## src/rtl/mcu_pkg.sv

```systemverilog
// Shared types and encodings for the multicycle control unit.
// Latency: n/a (declarations only).
// Backpressure: n/a.
package mcu_pkg;

    typedef enum logic [3:0] {
        IDLE, FETCH, DECODE, EXEC_R, EXEC_I, MEM_ADDR,
        MEM_RD, MEM_WR, WB_ALU, WB_MEM, BRANCH, TRAP
    } state_t;

    // RV32I major opcodes handled here
    localparam logic [6:0] OP_R  = 7'b0110011;
    localparam logic [6:0] OP_I  = 7'b0010011;
    localparam logic [6:0] OP_LW = 7'b0000011;
    localparam logic [6:0] OP_SW = 7'b0100011;
    localparam logic [6:0] OP_BR = 7'b1100011;

    localparam logic [2:0] F3_BEQ = 3'b000;
    localparam logic [2:0] F3_BNE = 3'b001;

    typedef enum logic [2:0] {
        ALU_ADD = 3'd0, ALU_SUB = 3'd1, ALU_AND = 3'd2, ALU_OR  = 3'd3,
        ALU_XOR = 3'd4, ALU_SLT = 3'd5, ALU_SLL = 3'd6, ALU_SRL = 3'd7
    } alu_op_t;

    // Datapath mux selects
    localparam logic [1:0] SRC_A_PC    = 2'b00;
    localparam logic [1:0] SRC_A_OLDPC = 2'b01;
    localparam logic [1:0] SRC_A_RS1   = 2'b10;

    localparam logic [1:0] SRC_B_RS2   = 2'b00;
    localparam logic [1:0] SRC_B_IMM   = 2'b01;
    localparam logic [1:0] SRC_B_FOUR  = 2'b10;

    localparam logic [1:0] IMM_I = 2'b00;
    localparam logic [1:0] IMM_S = 2'b01;
    localparam logic [1:0] IMM_B = 2'b10;

    localparam logic [1:0] RES_ALUOUT = 2'b00;
    localparam logic [1:0] RES_MEM    = 2'b01;
    localparam logic [1:0] RES_ALU    = 2'b10;

endpackage

```

## src/rtl/multicycle_control_unit_alu_decoder.sv

```systemverilog
// ALU operation decoder: {is_r, funct7_5, funct3} -> {alu_op, legal}.
// Latency: purely combinational.
// Backpressure: none; ports: is_r, funct7_5, funct3 in; alu_op, legal out.
module alu_decoder
    import mcu_pkg::*;
(
    input  logic       is_r,
    input  logic       funct7_5,
    input  logic [2:0] funct3,
    output alu_op_t    alu_op,
    output logic       legal
);

    always_comb begin
        alu_op = ALU_ADD;
        legal  = 1'b1;
        case (funct3)
            // instr[30] is an immediate bit for ADDI, so SUB is R-type only
            3'b000: alu_op = (is_r && funct7_5) ? ALU_SUB : ALU_ADD;
            3'b111: begin alu_op = ALU_AND; legal = !(is_r && funct7_5); end
            3'b110: begin alu_op = ALU_OR;  legal = !(is_r && funct7_5); end
            3'b100: begin alu_op = ALU_XOR; legal = !(is_r && funct7_5); end
            3'b010: begin alu_op = ALU_SLT; legal = !(is_r && funct7_5); end
            // shifts: instr[30] selects arithmetic variants, which are not supported
            3'b001: begin alu_op = ALU_SLL; legal = !funct7_5; end
            3'b101: begin alu_op = ALU_SRL; legal = !funct7_5; end
            default: legal = 1'b0;
        endcase
    end

endmodule

```

## src/rtl/multicycle_control_unit.sv

```systemverilog
// Multicycle RV32I control FSM driving datapath enables/muxes over a shared memory.
// Latency: R/I 4, LW 5, SW 4, branch 3 cycles with zero-wait memory.
// Backpressure: mem_ready low holds FETCH/MEM_RD/MEM_WR stable; MAX_WAIT stall cycles -> sticky timeout trap.
// Ports: clk/rst; opcode/funct3/funct7_5 from IR; zero flag; mem_ready handshake;
//        datapath strobes and mux selects; illegal/timeout trap flags; retired counter.
module multicycle_control_unit
    import mcu_pkg::*;
#(
    parameter int ALU_CTRL_W = 3,
    parameter int MAX_WAIT   = 15,
    parameter int RETIRE_W   = 32
) (
    input  logic                  clk,
    input  logic                  rst,
    input  logic [6:0]            opcode,
    input  logic [2:0]            funct3,
    input  logic                  funct7_5,
    input  logic                  zero,
    input  logic                  mem_ready,
    output logic                  pc_write,
    output logic                  ir_write,
    output logic                  reg_write,
    output logic                  mem_req,
    output logic                  mem_write,
    output logic                  adr_src,
    output logic [1:0]            alu_src_a,
    output logic [1:0]            alu_src_b,
    output logic [1:0]            imm_src,
    output logic [1:0]            result_src,
    output logic [ALU_CTRL_W-1:0] alu_ctrl,
    output logic                  illegal,
    output logic                  timeout,
    output logic [RETIRE_W-1:0]   retired
);

    localparam int WAIT_W = $clog2(MAX_WAIT + 1);

    state_t            state, next_state;
    logic [WAIT_W-1:0] wait_cnt;
    logic              mem_state;
    logic              wait_expired;
    logic              retire;
    alu_op_t           dec_op, alu_op;
    logic              dec_legal;

    alu_decoder u_alu_decoder (
        .is_r     (state == EXEC_R),
        .funct7_5 (funct7_5),
        .funct3   (funct3),
        .alu_op   (dec_op),
        .legal    (dec_legal)
    );

    assign mem_state = (state == FETCH) || (state == MEM_RD) || (state == MEM_WR);
    // wait_cnt counts stall cycles already spent, so this is the MAX_WAIT-th one
    assign wait_expired = mem_state && !mem_ready && (wait_cnt == WAIT_W'(MAX_WAIT - 1));

    always_comb begin
        next_state = state;
        retire     = 1'b0;
        pc_write   = 1'b0;
        ir_write   = 1'b0;
        reg_write  = 1'b0;
        mem_req    = 1'b0;
        mem_write  = 1'b0;
        adr_src    = 1'b0;
        alu_src_a  = SRC_A_PC;
        alu_src_b  = SRC_B_RS2;
        imm_src    = IMM_I;
        result_src = RES_ALUOUT;
        alu_op     = ALU_ADD;
        case (state)
            IDLE: next_state = FETCH;
            FETCH: begin
                mem_req    = 1'b1;
                alu_src_b  = SRC_B_FOUR;
                result_src = RES_ALU;
                if (mem_ready) begin
                    ir_write   = 1'b1;
                    pc_write   = 1'b1;
                    next_state = DECODE;
                end else if (wait_expired) begin
                    next_state = TRAP;
                end
            end
            DECODE: begin
                // branch target computed speculatively into the ALU-out register
                alu_src_a = SRC_A_OLDPC;
                alu_src_b = SRC_B_IMM;
                imm_src   = IMM_B;
                case (opcode)
                    OP_R:         next_state = EXEC_R;
                    OP_I:         next_state = EXEC_I;
                    OP_LW, OP_SW: next_state = MEM_ADDR;
                    OP_BR:        next_state = BRANCH;
                    default:      next_state = TRAP;
                endcase
            end
            EXEC_R: begin
                alu_src_a  = SRC_A_RS1;
                alu_op     = dec_op;
                next_state = dec_legal ? WB_ALU : TRAP;
            end
            EXEC_I: begin
                alu_src_a  = SRC_A_RS1;
                alu_src_b  = SRC_B_IMM;
                alu_op     = dec_op;
                next_state = dec_legal ? WB_ALU : TRAP;
            end
            MEM_ADDR: begin
                alu_src_a  = SRC_A_RS1;
                alu_src_b  = SRC_B_IMM;
                imm_src    = (opcode == OP_SW) ? IMM_S : IMM_I;
                next_state = (opcode == OP_SW) ? MEM_WR : MEM_RD;
            end
            MEM_RD: begin
                mem_req = 1'b1;
                adr_src = 1'b1;
                if (mem_ready)         next_state = WB_MEM;
                else if (wait_expired) next_state = TRAP;
            end
            MEM_WR: begin
                mem_req   = 1'b1;
                mem_write = 1'b1;
                adr_src   = 1'b1;
                if (mem_ready) begin
                    next_state = FETCH;
                    retire     = 1'b1;
                end else if (wait_expired) begin
                    next_state = TRAP;
                end
            end
            WB_ALU: begin
                reg_write  = 1'b1;
                next_state = FETCH;
                retire     = 1'b1;
            end
            WB_MEM: begin
                reg_write  = 1'b1;
                result_src = RES_MEM;
                next_state = FETCH;
                retire     = 1'b1;
            end
            BRANCH: begin
                alu_src_a = SRC_A_RS1;
                alu_op    = ALU_SUB;
                case (funct3)
                    F3_BEQ: begin pc_write = zero;  next_state = FETCH; retire = 1'b1; end
                    F3_BNE: begin pc_write = !zero; next_state = FETCH; retire = 1'b1; end
                    default: next_state = TRAP;
                endcase
            end
            TRAP:    next_state = TRAP;
            default: next_state = TRAP;
        endcase
    end

    assign alu_ctrl = ALU_CTRL_W'(alu_op);

    always_ff @(posedge clk or posedge rst) begin
        if (rst) begin
            state    <= IDLE;
            wait_cnt <= '0;
            retired  <= '0;
            illegal  <= 1'b0;
            timeout  <= 1'b0;
        end else begin
            state <= next_state;
            if (next_state != state)
                wait_cnt <= '0;
            else if (mem_state && !mem_ready)
                wait_cnt <= wait_cnt + WAIT_W'(1);
            if (retire)
                retired <= retired + RETIRE_W'(1);
            if (next_state == TRAP)
                illegal <= 1'b1;
            if (wait_expired)
                timeout <= 1'b1;
        end
    end

endmodule

```

## config.mk

```make
export PLATFORM = sky130hd
export DESIGN_NAME = multicycle_control_unit
export DESIGN_NICKNAME = d
export VERILOG_FILES = /design/src/rtl/mcu_pkg.sv /design/src/rtl/multicycle_control_unit_alu_decoder.sv /design/src/rtl/multicycle_control_unit.sv
export SDC_FILE = /design/constraint.sdc
export NUM_CORES = 1
export LEC_CHECK = 0
export CORE_ASPECT_RATIO = 1.1
export CORE_MARGIN = 4
export CORE_UTILIZATION = 50
export DETAILED_ROUTE_END_ITERATION = 8
export PLACE_DENSITY_LB_ADDON = 0.08
export SYNTH_ARGS = -nofsm -noshare
export SYNTH_HDL_FRONTEND = slang
export SYNTH_HIERARCHICAL = 1
export SYNTH_SLANG_ARGS = --single-unit
export TNS_END_PERCENT = 100
```

## constraint.sdc

```tcl
create_clock -name clk -period 4.3 [get_ports clk]
set_input_delay 0.645 -clock clk [delete_from_list [all_inputs] [get_ports clk]]
set_output_delay 0.645 -clock clk [all_outputs]
set_load 0.05 [all_outputs]
```

Word-level counts from Yosys, hierarchy flattened
Cells that the tools add are included.

Reduce and logical (&&, ||, !) cells: 23. Equal/unequal tests: 24. Add/subtract/negate cells: 2. Multiplexer cells: 30.

Operator list (number): 32-bit by 1-bit adder with 32-bit output (second input constant) (1); 4-bit one-hot mux with 8 select lines (1); 4-bit 2-to-1 mux (7); 3-bit one-hot mux with 7 select lines (1); 4-bit == test (second input constant) (5); 4-bit by 3-bit == test with 1-bit output (second input constant) (4); 2-bit one-hot mux with 2 select lines (4); 4-bit one-hot mux with 4 select lines (1); 7-bit by 6-bit == test with 1-bit output (second input constant) (2); 3-bit == test (second input constant) (4); 2-bit OR reduction (6); 1-bit 2-to-1 mux (10); 3-bit OR reduction (3); 4-bit by 2-bit == test with 1-bit output (second input constant) (2); 4-bit OR reduction (2); 7-bit by 2-bit == test with 1-bit output (second input constant) (1); 7-bit by 5-bit == test with 1-bit output (second input constant) (1); 7-bit == test (second input constant) (1); 1-bit one-hot mux with 3 select lines (2); 3-bit one-hot mux with 2 select lines (1); 4-bit by 1-bit adder with 4-bit output (second input constant) (1); 4-bit by 1-bit == test with 1-bit output (second input constant) (1); 1-bit zero test (4); 4-bit zero test (1); 9 further kinds (13).

Bits in registers: 42. Logic and storage cells: 84. Output and inout port bits: 51. Input port bits: 15.

Longest topological paths before layout
Depth after elaboration: 10. Depth in mapped cells: 12. Gate-level depth less buffers: 10.

Hierarchy
Netlist, hierarchy kept.

Modules (own cells, without submodules): multicycle_control_unit (cells an instance 256, area an instance 2501.1 um^2, sequential area each 1051.0 um^2, times used 1); alu_decoder (cells an instance 10, area an instance 80.1 um^2, sequential area each 0.0 um^2, times used 1).

Worst setup path before layout
No wires, ideal clock.

Path kind: register to register. Start point: register state[0]. End point: register wait_cnt[1]. Slack: 799 ps. Stages on the path, launching flop included: 8. Required time: 4189 ps. Clock period less this slack: 3501 ps. Arrival time: 3390 ps. Setup time: 111 ps. Path buffers: 1. Path through: dfrtp_1 -> buf_4 -> nor4b_1 -> a21boi_0 -> o31ai_1 -> o41ai_2 -> o211ai_1 -> a2111oi_2.

Word-level cells in the longest chain between the ends: 10. Elaborated cells between the ends (all ways): 29. Those cells by class: 11 x eq/ne; 8 x mux; 10 x reduce/logical.

Ends and longest elaborated chain: start: declaration (line multicycle_control_unit.sv:38) `state_t state, next_state;`; start signal: assignment (line multicycle_control_unit.sv:168) `state <= next_state;`; 4-bit by 1-bit == test with 1-bit output / 4-bit by 3-bit == test with 1-bit output (equally long branches) (line multicycle_control_unit.sv:54, multicycle_control_unit.sv:72); 1-bit logical OR (2 in series) (line multicycle_control_unit.sv:54) `assign mem_state = (state == FETCH) || (state == MEM_RD) || (state == MEM_WR);`; 1-bit logical AND (line multicycle_control_unit.sv:56, multicycle_control_unit.sv:171); 1-bit logical AND (line multicycle_control_unit.sv:56) `assign wait_expired = mem_state && !mem_ready && (wait_cnt == WAIT_W'(MAX_WAIT - 1));`; 4-bit 2-to-1 mux (line multicycle_control_unit.sv:82, multicycle_control_unit.sv:120, multicycle_control_unit.sv:129); 4-bit 2-to-1 mux, on equally long branches (line multicycle_control_unit.sv:126, multicycle_control_unit.sv:78, multicycle_control_unit.sv:119); 4-bit one-hot mux with 8 select lines (line multicycle_control_unit.sv:72) `case (state)`; 4-bit inequality test (line multicycle_control_unit.sv:169) `if (next_state != state)`; 4-bit 2-to-1 mux / 2-bit nonzero test (equally long branches); end signal: assignment (line multicycle_control_unit.sv:172) `wait_cnt <= wait_cnt + WAIT_W'(1);`; end: declaration (line multicycle_control_unit.sv:39) `logic [WAIT_W-1:0] wait_cnt;`.

Several ways; a longest one is shown, not always the timed one. A chain may end at the register's enable or synchronous reset.

Worst setup path after layout
Start point: register state[2]. End point: output alu_ctrl[0].

Word-level cells in the longest chain between the ends: 5. Elaborated cells between the ends (all ways): 8. Those cells by class: 3 x eq/ne; 3 x mux; 2 x reduce/logical.

Ends and longest elaborated chain: 4-bit by 2-bit == test with 1-bit output (line multicycle_control_unit.sv:47) `.is_r (state == EXEC_R),`; 1-bit logical AND (line multicycle_control_unit_alu_decoder.sv:19) `3'b000: alu_op = (is_r && funct7_5) ? ALU_SUB : ALU_ADD;`; 1-bit 2-to-1 mux (line multicycle_control_unit_alu_decoder.sv:19); 3-bit one-hot mux with 7 select lines (line multicycle_control_unit_alu_decoder.sv:17) `case (funct3)`; net dec_op[0] (line multicycle_control_unit.sv:43) `alu_op_t dec_op, alu_op;`; 3-bit one-hot mux with 2 select lines (line multicycle_control_unit.sv:72); end: declaration (line multicycle_control_unit.sv:30) `output logic [ALU_CTRL_W-1:0] alu_ctrl,`.

The timed path passes the listed nets, and every way through them passes these cells.

==> metrics.log <==
INFO  metric chipWidth = 76.5 um
INFO  metric floorplan.initialDensity = 0.516
INFO  metric cts_inserted_buffers = 5
INFO  metric setup.worst_path.start_class = flip-flop
INFO  metric floorplan.die_area = 6380 um2
INFO  metric crit_chain = nor3_1 > a31oi_1 > o21ai_0 > nor2b_1 > mux2i_1 > o21ai_0 > clkdlybuf4s50_1
INFO  metric clock_sinks = 42
INFO  metric synth.area.mux_share = 0.0223
INFO  metric clockBufferDepth = 2
INFO  metric power.density_cell_area = 538 nW/um2
INFO  metric pin_count_of_the_biggest_net_entering_global_routing = 37
INFO  metric grt-ovfl-total = 0
INFO  metric yosysWarningCount = 6
INFO  metric synth-seq-cells = 42
INFO  metric synth_flop_cell = dfrtp_1
INFO  metric post_synth_xor_area_fraction = 0.126
INFO  metric r2r_slack = 1.32 ns
INFO  metric synth.net_count = 284
INFO  metric timing.hold.worst.start = retired[31]
INFO  metric setup_total_negative_slack = 0 ns
INFO  metric post_synth_num_cell_types = 58
INFO  metric count_of_buffer_and_inverter_cells_on_the_critical_path = 1
INFO  metric io_buffers = 65
INFO  metric synth_cells = 266
INFO  metric slew_headroom = 0.499
INFO  metric post-cts-setup-buffer-count = 0
INFO  metric synth_largest_area_cell = dfrtp_1
INFO  metric period_share = 0.827
INFO  metric detailedPlace.worstSlack = 0.825 ns
INFO  metric top_usage_layer = met2
INFO  metric detail_route.drc_violations = 0
INFO  metric max_slew.worst_pin.slew = 0.752 ns
INFO  metric timing_max_transition_violations_final = 0
INFO  metric ctsResizeCount = 0
INFO  metric worst_setup_path_startpoint = state[2]
INFO  metric skew = 0.00470 ns
INFO  metric dominant_combinational_cell_family_by_area_after_synthesis = simple AND/OR/NAND/NOR gates
INFO  metric n_diodes = 0
INFO  metric grt_total_usage = 0.193
INFO  metric wirelength = 5.87 mm
INFO  metric syn-cell-area = 2580 um2
INFO  metric synth-adder-area-share = 0.0145
INFO  metric rsz0062_at_grt = no
INFO  metric vdd_ir_drop_max = 0.000454 V
INFO  metric place_hpwl = 4.44 mm
INFO  metric crit_path_max_fanout = 23
INFO  metric min_period = 3.56 ns
INFO  metric min_path_type = flip-flop to flip-flop
INFO  metric number_of_global_route_vias_before_repair = 2186
INFO  metric routed_wire_length_per_instance = 15.1 um
INFO  metric flow.area_growth_from_synthesis = 29.8%
INFO  metric synth_async_sr_flop_share = 1.00
INFO  metric worst_slack = 0.743 ns
INFO  metric worst-endpoint-required = 3.65 ns
INFO  metric vias_per_cell = 5.60
INFO  metric fp-row-count = 27
INFO  metric share_of_the_synthesized_area_in_the_top_cell_type = 0.407
INFO  metric met3_capacity_usage_during_global_routing = 0.0423
INFO  metric crit_path_end_kind = primary output
INFO  metric synth_seq_area_share = 0.407
INFO  metric detail-route-antenna-nets = 0
INFO  metric vias = 2172
INFO  metric p_leak = 1.41 nW
INFO  metric dpl-instance-area = 3260 um2
INFO  metric status = completed
INFO  metric timing.setup.critical_path_class = flip-flop to primary output
INFO  metric worst_path_max_delay_cell = clkdlybuf4s50_1
INFO  metric crit_path_max_incr_delay = 0.82 ns
INFO  metric chipHeight = 83.4 um
INFO  metric layout-drive-gt1-share = 0.100
INFO  metric gp_congestion = 0.816
INFO  metric stdcell_area = 3350 um2
INFO  metric detail_route.iter0.violations = 142
INFO  metric count_of_tritonroute_iterations_in_the_first_routing_pass = 4
INFO  metric htree_levels = 2
INFO  metric cts_tree = yes
INFO  metric maxCapViolations = 0
INFO  metric synth-compound-area-share = 0.124
INFO  metric synth.area.top_cells = dfrtp_1, xnor2_1, xor2_1, nor2_1, nand2_1
INFO  metric post_synth_and_or_nand_nor_area_fraction = 0.265
INFO  metric clockRootBuffer = clkbuf_8
INFO  metric final-hold-violation-count = 0
INFO  metric clkLatencyLatePin = 0.30 ns
INFO  metric max_freq = 281 MHz
INFO  metric postSynthAreaPerCell = 9.70 um2
INFO  metric antenna_violations_before_repair = 0
INFO  metric grt_use_met2 = 0.320
INFO  metric cpLargestDelayFamily = buffers and inverters
INFO  metric clk_pin_slew = 0.09 ns
INFO  metric cp_data_arrival_time = 2.91 ns
INFO  metric post_synth_edffs = 0
INFO  metric cp_common_cell = o21ai_0
INFO  metric ios = 66
INFO  metric setup-violations-final = 0
INFO  metric grt_pass1_wl = 10.2 mm
INFO  metric gr-usage-met1 = 0.246
INFO  metric cts.hold.buffers_added = 0
INFO  metric finalNetCount = 347
INFO  metric reg2reg_from = state[2]
INFO  metric floorplan.core_area = 5000 um2
-- power by group --
group	internal (W)	total, W	leakage (nW)	switching, W
Sequential	0.000445	0.000509	0.560	0.0000642
Combinational	0.000366	0.00103	0.805	0.000661
Clock	0.000117	0.000265	0.0447	0.000148
-- flip-flops by register name, summed over array words and instances (netlist names) --
| register | flops |
|---|---|
| retired | 32 |
| wait_cnt | 4 |
| illegal | 1 |
| timeout | 1 |
| state | 4 |
-- worst paths after layout --
check,to,cells after the start
min in group asynchronous,retired[28],2
hold reg to reg,retired[31],1
setup reg to reg,wait_cnt[1],9
setup / recovery,alu_ctrl[0],7
hold / removal,retired[31],1
max in group asynchronous,retired[22],3
-- cell usage in the layout, fill, tap and decap left out, types with 3 or more instances in the layout --
master | Yosys | routed
a21oi_1 | 3 | 3
and2_1 | 5 | 5
and3_1 | 4 | 4
and4_1 | 4 | 4
buf_4 | 3 | 4
clkbuf_8 | 0 | 5
clkdlybuf4s50_1 | 0 | 65
dfrtp_1 | 42 | 42
ha_1 | 3 | 3
inv_1 | 6 | 6
nand2_1 | 19 | 19
nand2b_1 | 7 | 7
nand3_1 | 11 | 11
nand4_1 | 10 | 10
nor2_1 | 22 | 22
nor2_2 | 4 | 4
nor2b_1 | 4 | 4
nor3_1 | 12 | 12
nor4b_1 | 5 | 5
o21ai_0 | 8 | 8
o31ai_1 | 4 | 4
xnor2_1 | 24 | 24
xor2_1 | 13 | 13
-- per-stage QoR --
stage / power [W] / util / hold WS (ns) / instances
2_1_floorplan: 0.00127 / - / 0.571 / 266
3_3_place_gp: 0.00153 / 0.651 / 0.451 / 380
3_5_place_dp: 0.00155 / 0.651 / 0.455 / 380
4_1_cts: 0.00182 / 0.670 / 0.473 / 388
5_1_grt: 0.00191 / 0.670 / 0.507 / 388
6_report: 0.00180 / 0.670 / 0.467 / 388
-- cells in the mapped netlist (4+ instances only) --
master     n
xnor2_1   24
dfrtp_1   42
xor2_1    13
and2_1     5
nor4b_1    5
nor2b_1    4
and4_1     4
nor2_1    22
and3_1     4
nor2_2     4
clkbuf_1   5
nor3_1    12
inv_1      6
o31ai_1    4
nand4_1   10
nand3_1   11
nand2b_1   7
nand2_1   19
o21ai_0    8
-- cells by family after synthesis --
kind of cell	count (synthesis)
compound gates	38
xor+xnor	37
fa+ha+maj	3
buf+inv	21
flops	42
mux	5
simple gates	120
-- final cells by class --
type | count | area [um2]
flip-flops and latches | 42 | 1050
clock buffers | 5 | 68.8
fillers | 451 | 1650
well taps | 58 | 72.6
repair buffers | 69 | 681
multi-input cells | 203 | 1420
clock inverters | 3 | 25.0
inverters | 8 | 30.0
-- metal layers --
metal,part of all wire,wire length (um)
met1,0.45,2670
met2,0.48,2830
met3,0.045,266
met4,0.019,111
met5,0,0
(Power assumes the default switching activity.)
